[config.mk]
export PLATFORM = sky130hd
export DESIGN_NAME = store_issue_unit_flat
export DESIGN_NICKNAME = d
export VERILOG_FILES = /design/src/rtl/store_issue_unit_pkg.sv /design/src/rtl/store_issue_unit_if.sv /design/src/rtl/store_issue_unit_store_fmt.sv /design/src/rtl/store_issue_unit.sv /design/src/flat_wrapper.sv
export SDC_FILE = /design/constraint.sdc
export NUM_CORES = 1
export LEC_CHECK = 0
export CORE_UTILIZATION = 27
export DETAILED_ROUTE_END_ITERATION = 10
export SYNTH_ARGS = -nofsm -noshare
export SYNTH_HDL_FRONTEND = slang
export SYNTH_SLANG_ARGS = --single-unit
[constraint.sdc]
create_clock -name clk -period 7.1 [get_ports clk]
set_clock_uncertainty 0.1 [all_clocks]
set_input_delay 2.13 -clock clk [delete_from_list [all_inputs] [get_ports clk]]
set_output_delay 2.13 -clock clk [all_outputs]
set_load 0.01 [all_outputs]
[src/rtl/store_issue_unit_pkg.sv]
// Shared types for the store issue path: store op encodings and the formatted
// bus request carried through the store FIFO.
package store_issue_unit_pkg;

  typedef enum logic [2:0] {
    ST_OP_SB  = 3'd0,
    ST_OP_SH  = 3'd1,
    ST_OP_SW  = 3'd2,
    ST_OP_SWL = 3'd3,
    ST_OP_SWR = 3'd4
  } st_op_e;

  // One FIFO entry: addr + wstrb + wdata + size.
  localparam int ST_REQ_WD = 32 + 4 + 32 + 2;

  typedef struct packed {
    logic [31:0] addr;
    logic [3:0]  wstrb;
    logic [31:0] wdata;
    logic [1:0]  size;
  } st_req_t;

endpackage

[src/rtl/store_issue_unit_if.sv]
// Write side of the SRAM-like data bus (req/addr_ok/data_ok handshake).
interface store_issue_unit_if;
  logic        req;
  logic        wr;
  logic [1:0]  size;
  logic [3:0]  wstrb;
  logic [31:0] addr;
  logic [31:0] wdata;
  logic        addr_ok;
  logic        data_ok;

  modport master (output req, wr, size, wstrb, addr, wdata, input addr_ok, data_ok);
  modport slave  (input req, wr, size, wstrb, addr, wdata, output addr_ok, data_ok);
endinterface

[src/rtl/store_issue_unit_store_fmt.sv]
// Combinational store formatter: turns op/address/register value into the
// lane-aligned bus request, and flags illegal ops and misaligned SH/SW.
module store_fmt
  import store_issue_unit_pkg::*;
(
  input  logic [2:0]  op,
  input  logic [31:0] addr,
  input  logic [31:0] data,
  output st_req_t     req,
  output logic        legal,
  output logic        misaligned
);

  logic [1:0] a;
  assign a = addr[1:0];

  always_comb begin
    // NOTE: every output gets a default first so no path through the case can infer a latch.
    req        = '0;
    req.addr   = addr;
    legal      = 1'b1;
    misaligned = 1'b0;
    case (op)
      ST_OP_SB: begin
        req.wstrb = 4'b0001 << a;
        req.wdata = {4{data[7:0]}};
        req.size  = 2'd0;
      end
      ST_OP_SH: begin
        req.wstrb  = a[1] ? 4'b1100 : 4'b0011;
        req.wdata  = {2{data[15:0]}};
        req.size   = 2'd1;
        misaligned = a[0];
      end
      ST_OP_SW: begin
        req.wstrb  = 4'b1111;
        req.wdata  = data;
        req.size   = 2'd2;
        misaligned = (a != 2'd0);
      end
      ST_OP_SWL: begin
        // SWL writes the high-order bytes of rt into the low end of the aligned word.
        req.addr = {addr[31:2], 2'b00};
        case (a)
          2'd0:    begin req.wstrb = 4'b0001; req.wdata = data >> 24; req.size = 2'd0; end
          2'd1:    begin req.wstrb = 4'b0011; req.wdata = data >> 16; req.size = 2'd1; end
          2'd2:    begin req.wstrb = 4'b0111; req.wdata = data >> 8;  req.size = 2'd2; end
          default: begin req.wstrb = 4'b1111; req.wdata = data;       req.size = 2'd2; end
        endcase
      end
      ST_OP_SWR: begin
        case (a)
          2'd0:    begin req.wstrb = 4'b1111; req.wdata = data;       req.size = 2'd2; end
          2'd1:    begin req.wstrb = 4'b1110; req.wdata = data << 8;  req.size = 2'd2; end
          2'd2:    begin req.wstrb = 4'b1100; req.wdata = data << 16; req.size = 2'd1; end
          default: begin req.wstrb = 4'b1000; req.wdata = data << 24; req.size = 2'd0; end
        endcase
      end
      default: legal = 1'b0;
    endcase
  end

endmodule

[src/rtl/store_issue_unit.sv]
// Store issue unit: formats stores from EX, queues them in a FIFO and issues
// them on the data bus while bounding the number of outstanding writes.
module store_issue_unit
  import store_issue_unit_pkg::*;
#(
  parameter int DEPTH = 4
) (
  input  logic               clk,
  input  logic               reset,
  input  logic               st_valid,
  output logic               st_ready,
  input  logic [2:0]         st_op,
  input  logic [31:0]        st_addr,
  input  logic [31:0]        st_data,
  output logic               st_ade,
  output logic               st_empty,
  store_issue_unit_if.master bus
);

  localparam int PW = $clog2(DEPTH);
  localparam int CW = $clog2(DEPTH + 1);
  localparam logic [CW-1:0] FULL_CNT = CW'(DEPTH);

  st_req_t fmt_req;
  logic    fmt_legal;
  logic    fmt_misaligned;

  store_fmt u_fmt (
    .op         (st_op),
    .addr       (st_addr),
    .data       (st_data),
    .req        (fmt_req),
    .legal      (fmt_legal),
    .misaligned (fmt_misaligned)
  );

  st_req_t       mem [DEPTH];
  st_req_t       head;
  logic [PW-1:0] wr_ptr;
  logic [PW-1:0] rd_ptr;
  logic [CW-1:0] count;
  logic [CW-1:0] outstanding;
  logic          full;
  logic          fifo_empty;
  logic          push;
  logic          pop;
  logic          issue;
  logic          retire;

  assign full       = (count == FULL_CNT);
  assign fifo_empty = (count == '0);
  assign st_ready   = !full;
  assign st_ade     = st_valid && fmt_misaligned;
  // Rejected (misaligned or unknown op) stores are consumed but never queued.
  assign push       = st_valid && st_ready && fmt_legal && !fmt_misaligned;
  assign issue      = !fifo_empty && (outstanding < FULL_CNT);
  assign pop        = issue && bus.addr_ok;
  assign retire     = bus.data_ok && (outstanding != '0);
  assign head       = mem[rd_ptr];
  assign st_empty   = fifo_empty && (outstanding == '0);

  // Fields are zeroed while idle so the bus never shows stale or unwritten slots.
  assign bus.req   = issue;
  assign bus.wr    = 1'b1;
  assign bus.addr  = issue ? head.addr  : '0;
  assign bus.wstrb = issue ? head.wstrb : '0;
  assign bus.wdata = issue ? head.wdata : '0;
  assign bus.size  = issue ? head.size  : '0;

  // NOTE: the storage array is not reset; count/pointers alone decide which slots are valid.
  always_ff @(posedge clk) begin
    if (push) mem[wr_ptr] <= fmt_req;
  end

  // NOTE: sequential state uses non-blocking assignments so every register samples pre-edge values.
  always_ff @(posedge clk or posedge reset) begin
    if (reset) begin
      wr_ptr      <= '0;
      rd_ptr      <= '0;
      count       <= '0;
      outstanding <= '0;
    end else begin
      if (push) wr_ptr <= wr_ptr + PW'(1);
      if (pop)  rd_ptr <= rd_ptr + PW'(1);
      case ({push, pop})
        2'b10:   count <= count + CW'(1);
        2'b01:   count <= count - CW'(1);
        default: ;
      endcase
      case ({pop, retire})
        2'b10:   outstanding <= outstanding + CW'(1);
        2'b01:   outstanding <= outstanding - CW'(1);
        default: ;
      endcase
    end
  end

endmodule
[src/flat_wrapper.sv]
// flat-port wrapper written by rule: the top's interface ports become plain ports
module store_issue_unit_flat import store_issue_unit_pkg::*;
#(
  parameter int DEPTH = 4
)
  (clk, reset, st_valid, st_ready, st_op, st_addr, st_data, st_ade, st_empty, bus_req, bus_wr, bus_size, bus_wstrb, bus_addr, bus_wdata, bus_addr_ok, bus_data_ok);
  store_issue_unit_if bus_i ();
  input  logic clk;
  input  logic reset;
  input  logic st_valid;
  output logic st_ready;
  input  logic [2:0] st_op;
  input  logic [31:0] st_addr;
  input  logic [31:0] st_data;
  output logic st_ade;
  output logic st_empty;
  output wire logic [$bits(bus_i.req)-1:0] bus_req;
  output wire logic [$bits(bus_i.wr)-1:0] bus_wr;
  output wire logic [$bits(bus_i.size)-1:0] bus_size;
  output wire logic [$bits(bus_i.wstrb)-1:0] bus_wstrb;
  output wire logic [$bits(bus_i.addr)-1:0] bus_addr;
  output wire logic [$bits(bus_i.wdata)-1:0] bus_wdata;
  input wire logic [$bits(bus_i.addr_ok)-1:0] bus_addr_ok;
  input wire logic [$bits(bus_i.data_ok)-1:0] bus_data_ok;
  assign bus_req = bus_i.req;
  assign bus_wr = bus_i.wr;
  assign bus_size = bus_i.size;
  assign bus_wstrb = bus_i.wstrb;
  assign bus_addr = bus_i.addr;
  assign bus_wdata = bus_i.wdata;
  assign bus_i.addr_ok = bus_addr_ok;
  assign bus_i.data_ok = bus_data_ok;
  store_issue_unit #(.DEPTH(DEPTH)) u_core (.clk(clk), .reset(reset), .st_valid(st_valid), .st_ready(st_ready), .st_op(st_op), .st_addr(st_addr), .st_data(st_data), .st_ade(st_ade), .st_empty(st_empty), .bus(bus_i));
endmodule
; After elaboration in Yosys (flattened, before gate mapping)
; Memories as Yosys holds them, arrays and structs flattened.
; Index checks and enable logic that the tools add are counted.
[classes]
bitwise_logic = 0
n_lt_le_gt_ge = 1
multipliers = 0
n_eq_ne = 11
muxes = 15
reduce_logical = 20
div_mod_pow = 0
shifts = 1
add_sub_neg = 6
[op_table]
columns = cell, n
row1 = $pmux 38 s5, 1
row2 = $pmux 38 s3, 1
row3 = $pmux 37 s3, 1
row4 = $mux 32, 2
row5 = $pmux 3 s2, 2
row6 = $logic_not 3->1, 3
row7 = $logic_and 1x1->1, 8
row8 = $mux 4, 2
row9 = $add 3x1->3 const B, 2
row10 = $eq 2x1->1 const B, 3
row11 = $eq 2x2->1 const B, 3
row12 = $eq 3x2->1 const B, 2
row13 = $eq 3x3->1 const B, 2
row14 = $reduce_bool 2->1, 3
row15 = $sub 3x1->3 const B, 2
row16 = $reduce_or 5->1, 1
row17 = $add 2x1->2 const B, 2
row18 = $mux 2, 2
row19 = $shl 1x2->4 const A, 1
row20 = $eq 3x1->1 const B, 1
row21 = $logic_not 1->1, 3
row22 = $lt 3x3->1 const B, 1
row23 = $mux 1, 3
row24 = $reduce_bool 3->1, 1
row25 = 2 further kinds, 2
[word_totals]
ramBits = 280
latchBits = 0
wordCells = 59
rom_bits = 0
out_inout_bits = 75
n_memories = 1
in_bits = 72
regBits = 10
[memory_table]
columns = memory, depth, width, rd, rd_clocked_by_memory_dff, wr, line_no
row1 = u_core.mem, 4, 70, 1, 0, 1, store_issue_unit.sv:37  ; st_req_t mem [DEPTH];

; Logic depth before layout (Yosys ltp)
[depth]
ltp_word = 7
depth_mapped = 12
mapped_depth_nobuf = 10

; Modules after synthesis
; A second synthesis with hierarchy kept.
[unflattened]
hier_cells = 696
hier_area_um2 = 12579.6
[by_module_without_submodules]
columns = module, cells_per_inst, area_each_um2, seq_area_each_um2, instances
row1 = store_issue_unit, 503, 11160.7, 8658.3, 1
row2 = store_fmt, 193, 1418.9, 0.0, 1

; Least setup slack after synthesis
; Ideal clock, no wire load.
[synth_path]
kind = input-to-reg
from = input st_addr[1]
to = memory u_core.mem[0][0] (netlist name) (enable)
n_path_buf = 2
cell_stages = 6
arrival_time_ns = 4.644
t_required_ns = 6.564
slack_ns = 1.921
setup_time_ns = 0.436
cell_sequence = buf_2 -> and4bb_2 -> a31oi_1 -> and4b_1 -> buf_4 -> and2_1
[synth_via]
elab_chain_len = 6
[synth_rtl]
columns = element, line_no
row1 = "start, declared", flat_wrapper.sv:13  ; input logic [31:0] st_addr;
row2 = $reduce_bool 2->1, store_issue_unit_store_fmt.sv:39  ; misaligned = (a != 2'd0);
row3 = $pmux 1 s2, store_issue_unit_store_fmt.sv:23  ; case (op)
row4 = $logic_not 1->1, store_issue_unit.sv:55  ; assign push = st_valid && st_ready && fmt_legal && !fmt_misaligned;
row5 = $logic_and 1x1->1, store_issue_unit.sv:55
row6 = $mux 1, store_issue_unit.sv:72  ; if (push) mem[wr_ptr] <= fmt_req;
row7 = $mux 1 (implied by the code), store_issue_unit.sv:72
row8 = "end, declared", store_issue_unit.sv:37
; No other way between the ends.

; Final worst setup path
[layout_path]
from = input st_op[1]
to = output st_ade
[layout_via]
elab_chain_len = 3
elab_cells_between_ends = 4
cone_classes = eq/ne (2) / mux (1) / reduce/logical (1)
[layout_rtl]
columns = element, line_no
row1 = "start, declared", flat_wrapper.sv:12  ; input logic [2:0] st_op;
row2 = $eq 3x2->1 / $eq 3x1->1 (equally long branches), store_issue_unit_store_fmt.sv:23
row3 = $pmux 1 s2 *, store_issue_unit_store_fmt.sv:23
row4 = $logic_and 1x1->1 *, store_issue_unit.sv:53  ; assign st_ade = st_valid && fmt_misaligned;
row5 = "end, declared", flat_wrapper.sv:15  ; output logic st_ade;
; Mark *: on every way between the ends. The rest lies on a longest branch, timed or not.

==> impl_metrics.ini <==
[status]
outcome = finished, final reports clean

[worst_hold_path]
min_path_type = flip-flop to flip-flop

[yosys]
yosysTopAreaCell = edfxtp_1
synth_area_mm2 = 0.01245
synth_edf_count = 280
syn_inst = 679
yosysSeqAreaShare = 0.6953
postSynthAreaPerCell_um2 = 18.34
synth_ff_type = edfxtp_1
yosys.area.top_type_share = 0.6752
async_reset_ff_frac = 0.03448
synth-seq-cells = 290
yosysWarningCount = 0
synth_nets = 759
yosysUniqueCellTypes = 50
synth.area.top_cells = edfxtp_1 68%, mux4_2 14%, and2_1 3.7%

[power_and_ir_drop]
p_switching_mw = 1.724
seq_power_share = 0.385
comb_power_share = 0.321
power.density_mw_per_mm2 = 380.1
switching_share = 0.2882
power.leakage_nw = 5.124
total_power_mw = 5.983
p_int_mw = 4.259
ir_drop_mv = 0.1530
clkPwrFrac = 0.295

[worst_setup_path]
critPathRequiredTime_ps = 4870
worstPathMaxFanout = 11
arrival_ps = 4130
r2r_slack_ps = 4040
start_kind = input port
path_class = input port to output pin
end_kind = output pin

[floorplan]
dieArea_mm2 = 0.04698
chipWidth_um = 216.8
start_util = 0.2738
fp-row-count = 78
fp.coreArea_mm2 = 0.04548
pin_count = 147
die_h_um = 216.8

[clock_network]
clock_latency_ps = 510
cts_htree_levels = 2
cts_buffer_depth = 3
cts_buffers = 34
clk_pin_slew_ps = 60
post-cts-setup-buffers = 0
root_buffer = clkbuf_16
cts_sinks = 290
cts_resized = 0
ctsHoldBuffers = 0
cts_tree = done

[finish]
final_nets = 912
final_common_cell = edfxtp_1
final_cell_mix = 280 x edfxtp_1, 145 x clkdlybuf4s50_1, 78 x mux4_2
filler_cell_count = 4386
n_antenna_cell = 0
syn_to_final_growth_pct = 26.43
final_util = 0.3462
drive_gt1_frac = 0.1848

[timing]
final_hold_viol_count = 0
tns_ps = 0
period_needed_ps = 6362
rsz0062_at_grt = false
timing.final.crit_share = 0.8961
setup_violations = 0
slew_headroom = 0.2584
tightest_slew_ps = 1106
slew_violations = 0
max_clock_freq_mhz = 157.2

[detailed_routing]
route.detailed.wl_per_inst_um = 20.54
initialDrtViolationCount = 499
dr.pass1.iters = 5
ant_nets = 0
routed_wl_um = 29880
drcViolationCount = 0
vias_per_cell = 4.737
via_count = 6892

[grt]
first_global_vias = 7059
track_usage = 0.1278
grt_max_degree = 48
grtUsageMet2 = 0.2043
grt_first_pass_wirelength_um = 44850
antenna_found_initial = 0
top_usage_layer = met2
grt_overflow = 0
grtUsageMet3 = 0.02739
grt.met1_usage = 0.1754

[placed_design]
hpwl_um = 18670
port_buffers = 145
routabilityCongestion = 0.8169

[run]
drv_cap = 0
power by group through the flow:
stage,sequential [mW],clock [mW],combinational (mW)
finish,2.30,1.76,1.92
global route,2.34,1.87,2.09
CTS,2.32,1.81,1.98
detailed placement,2.35,0,1.98
global placement,2.34,0,1.97
floorplan,2.20,0,1.18
area by class of cell:
cell class | count | area, µm² | share of cell area
timing repair buffer | 159 | 1607 | 0.1021
sequential | 290 | 8666 | 0.5505
clock buffer | 43 | 948.4 | 0.06024
tap | 600 | 750.7 | 0.04769
clock inverter | 16 | 187.7 | 0.01192
multi-input combinational | 330 | 3520 | 0.2236
inverter | 17 | 63.81 | 0.004053
routing by layer:
metal  vias to the layer above  part of all wire  routed length (µm)
li1                       3027                 -                   -
met1                      3576              0.45               13530
met2                       249              0.47               14170
met3                        40             0.055                1634
met4                         0             0.019                 555
met5                         -                 0                   0
Yosys cell counts, drive strengths merged (2+ instances only):
master     n
edfxtp   280
mux4      78
and2      74
nor2      28
buf       23
nand2     23
clkbuf    19
inv       17
a22o      16
a21oi     11
dfrtp     10
mux2i     10
nand3     10
a221oi     9
a221o      7
a22oi      7
o2bb2ai    7
ha         6
xnor2      5
xor2       5
nor3       4
nand2b     3
o21ai      3
o22ai      3
a31oi      2
fa         2
or2        2
metrics by stage:
step | cell area [µm²] | hold slack (ps) | std cells | setup slack (ps)
floorplan | 12450 | 364.3 | 679 | 1921
global placement | 14610 | 387.6 | 1396 | 685.6
detailed placement | 14610 | 388.4 | 1396 | 678.3
CTS | 15740 | 398.6 | 1455 | 676.4
global route | 15740 | 432.2 | 1455 | 639.7
finish | 15740 | 398.5 | 1455 | 737.8
flip-flops by register name (all words and copies together), names as in the netlist:
| register | cells |
|---|---|
| u_core.outstanding | 3 |
| u_core.rd_ptr | 2 |
| u_core.wr_ptr | 2 |
| u_core.count | 3 |
| u_core.mem | 280 |
final timing paths:
path	startpoint	to	depth (start not counted)
hold reg to reg	u_core.count[2]	u_core.count[2]	1
hold / removal	u_core.count[2]	u_core.count[2]	1
setup / recovery	st_op[1]	st_ade	6
max in group asynchronous	reset	u_core.rd_ptr[1]	2
min in group asynchronous	reset	u_core.outstanding[0]	2
setup reg to reg	u_core.count[0]	u_core.count[2]	11
kinds of logic (layout without fill, tap and decap cells):
kind of cell | after synthesis | count (layout) | share of synthesized area
adder cells (fa/ha/maj) | 8 | 8 | 0.009244
XOR/XNOR | 10 | 10 | 0.007033
AND/OR/NAND/NOR | 149 | 149 | 0.06622
AO/OA/AOI/OAI | 73 | 73 | 0.04813
buffers and inverters | 59 | 235 | 0.02341
flip-flops | 290 | 290 | 0.6953
other | 1 | 1 | 0.0003012
multiplexers | 89 | 89 | 0.1503
critical path, cell delays in order:
cell and delay [ps]:
clkdlybuf4s50_1 590, and4bb_2 330, a31oi_1 380, buf_4 200
nor2_1 30, clkdlybuf4s50_1 470
No activity file was read; power rests on OpenSTA's default activity.
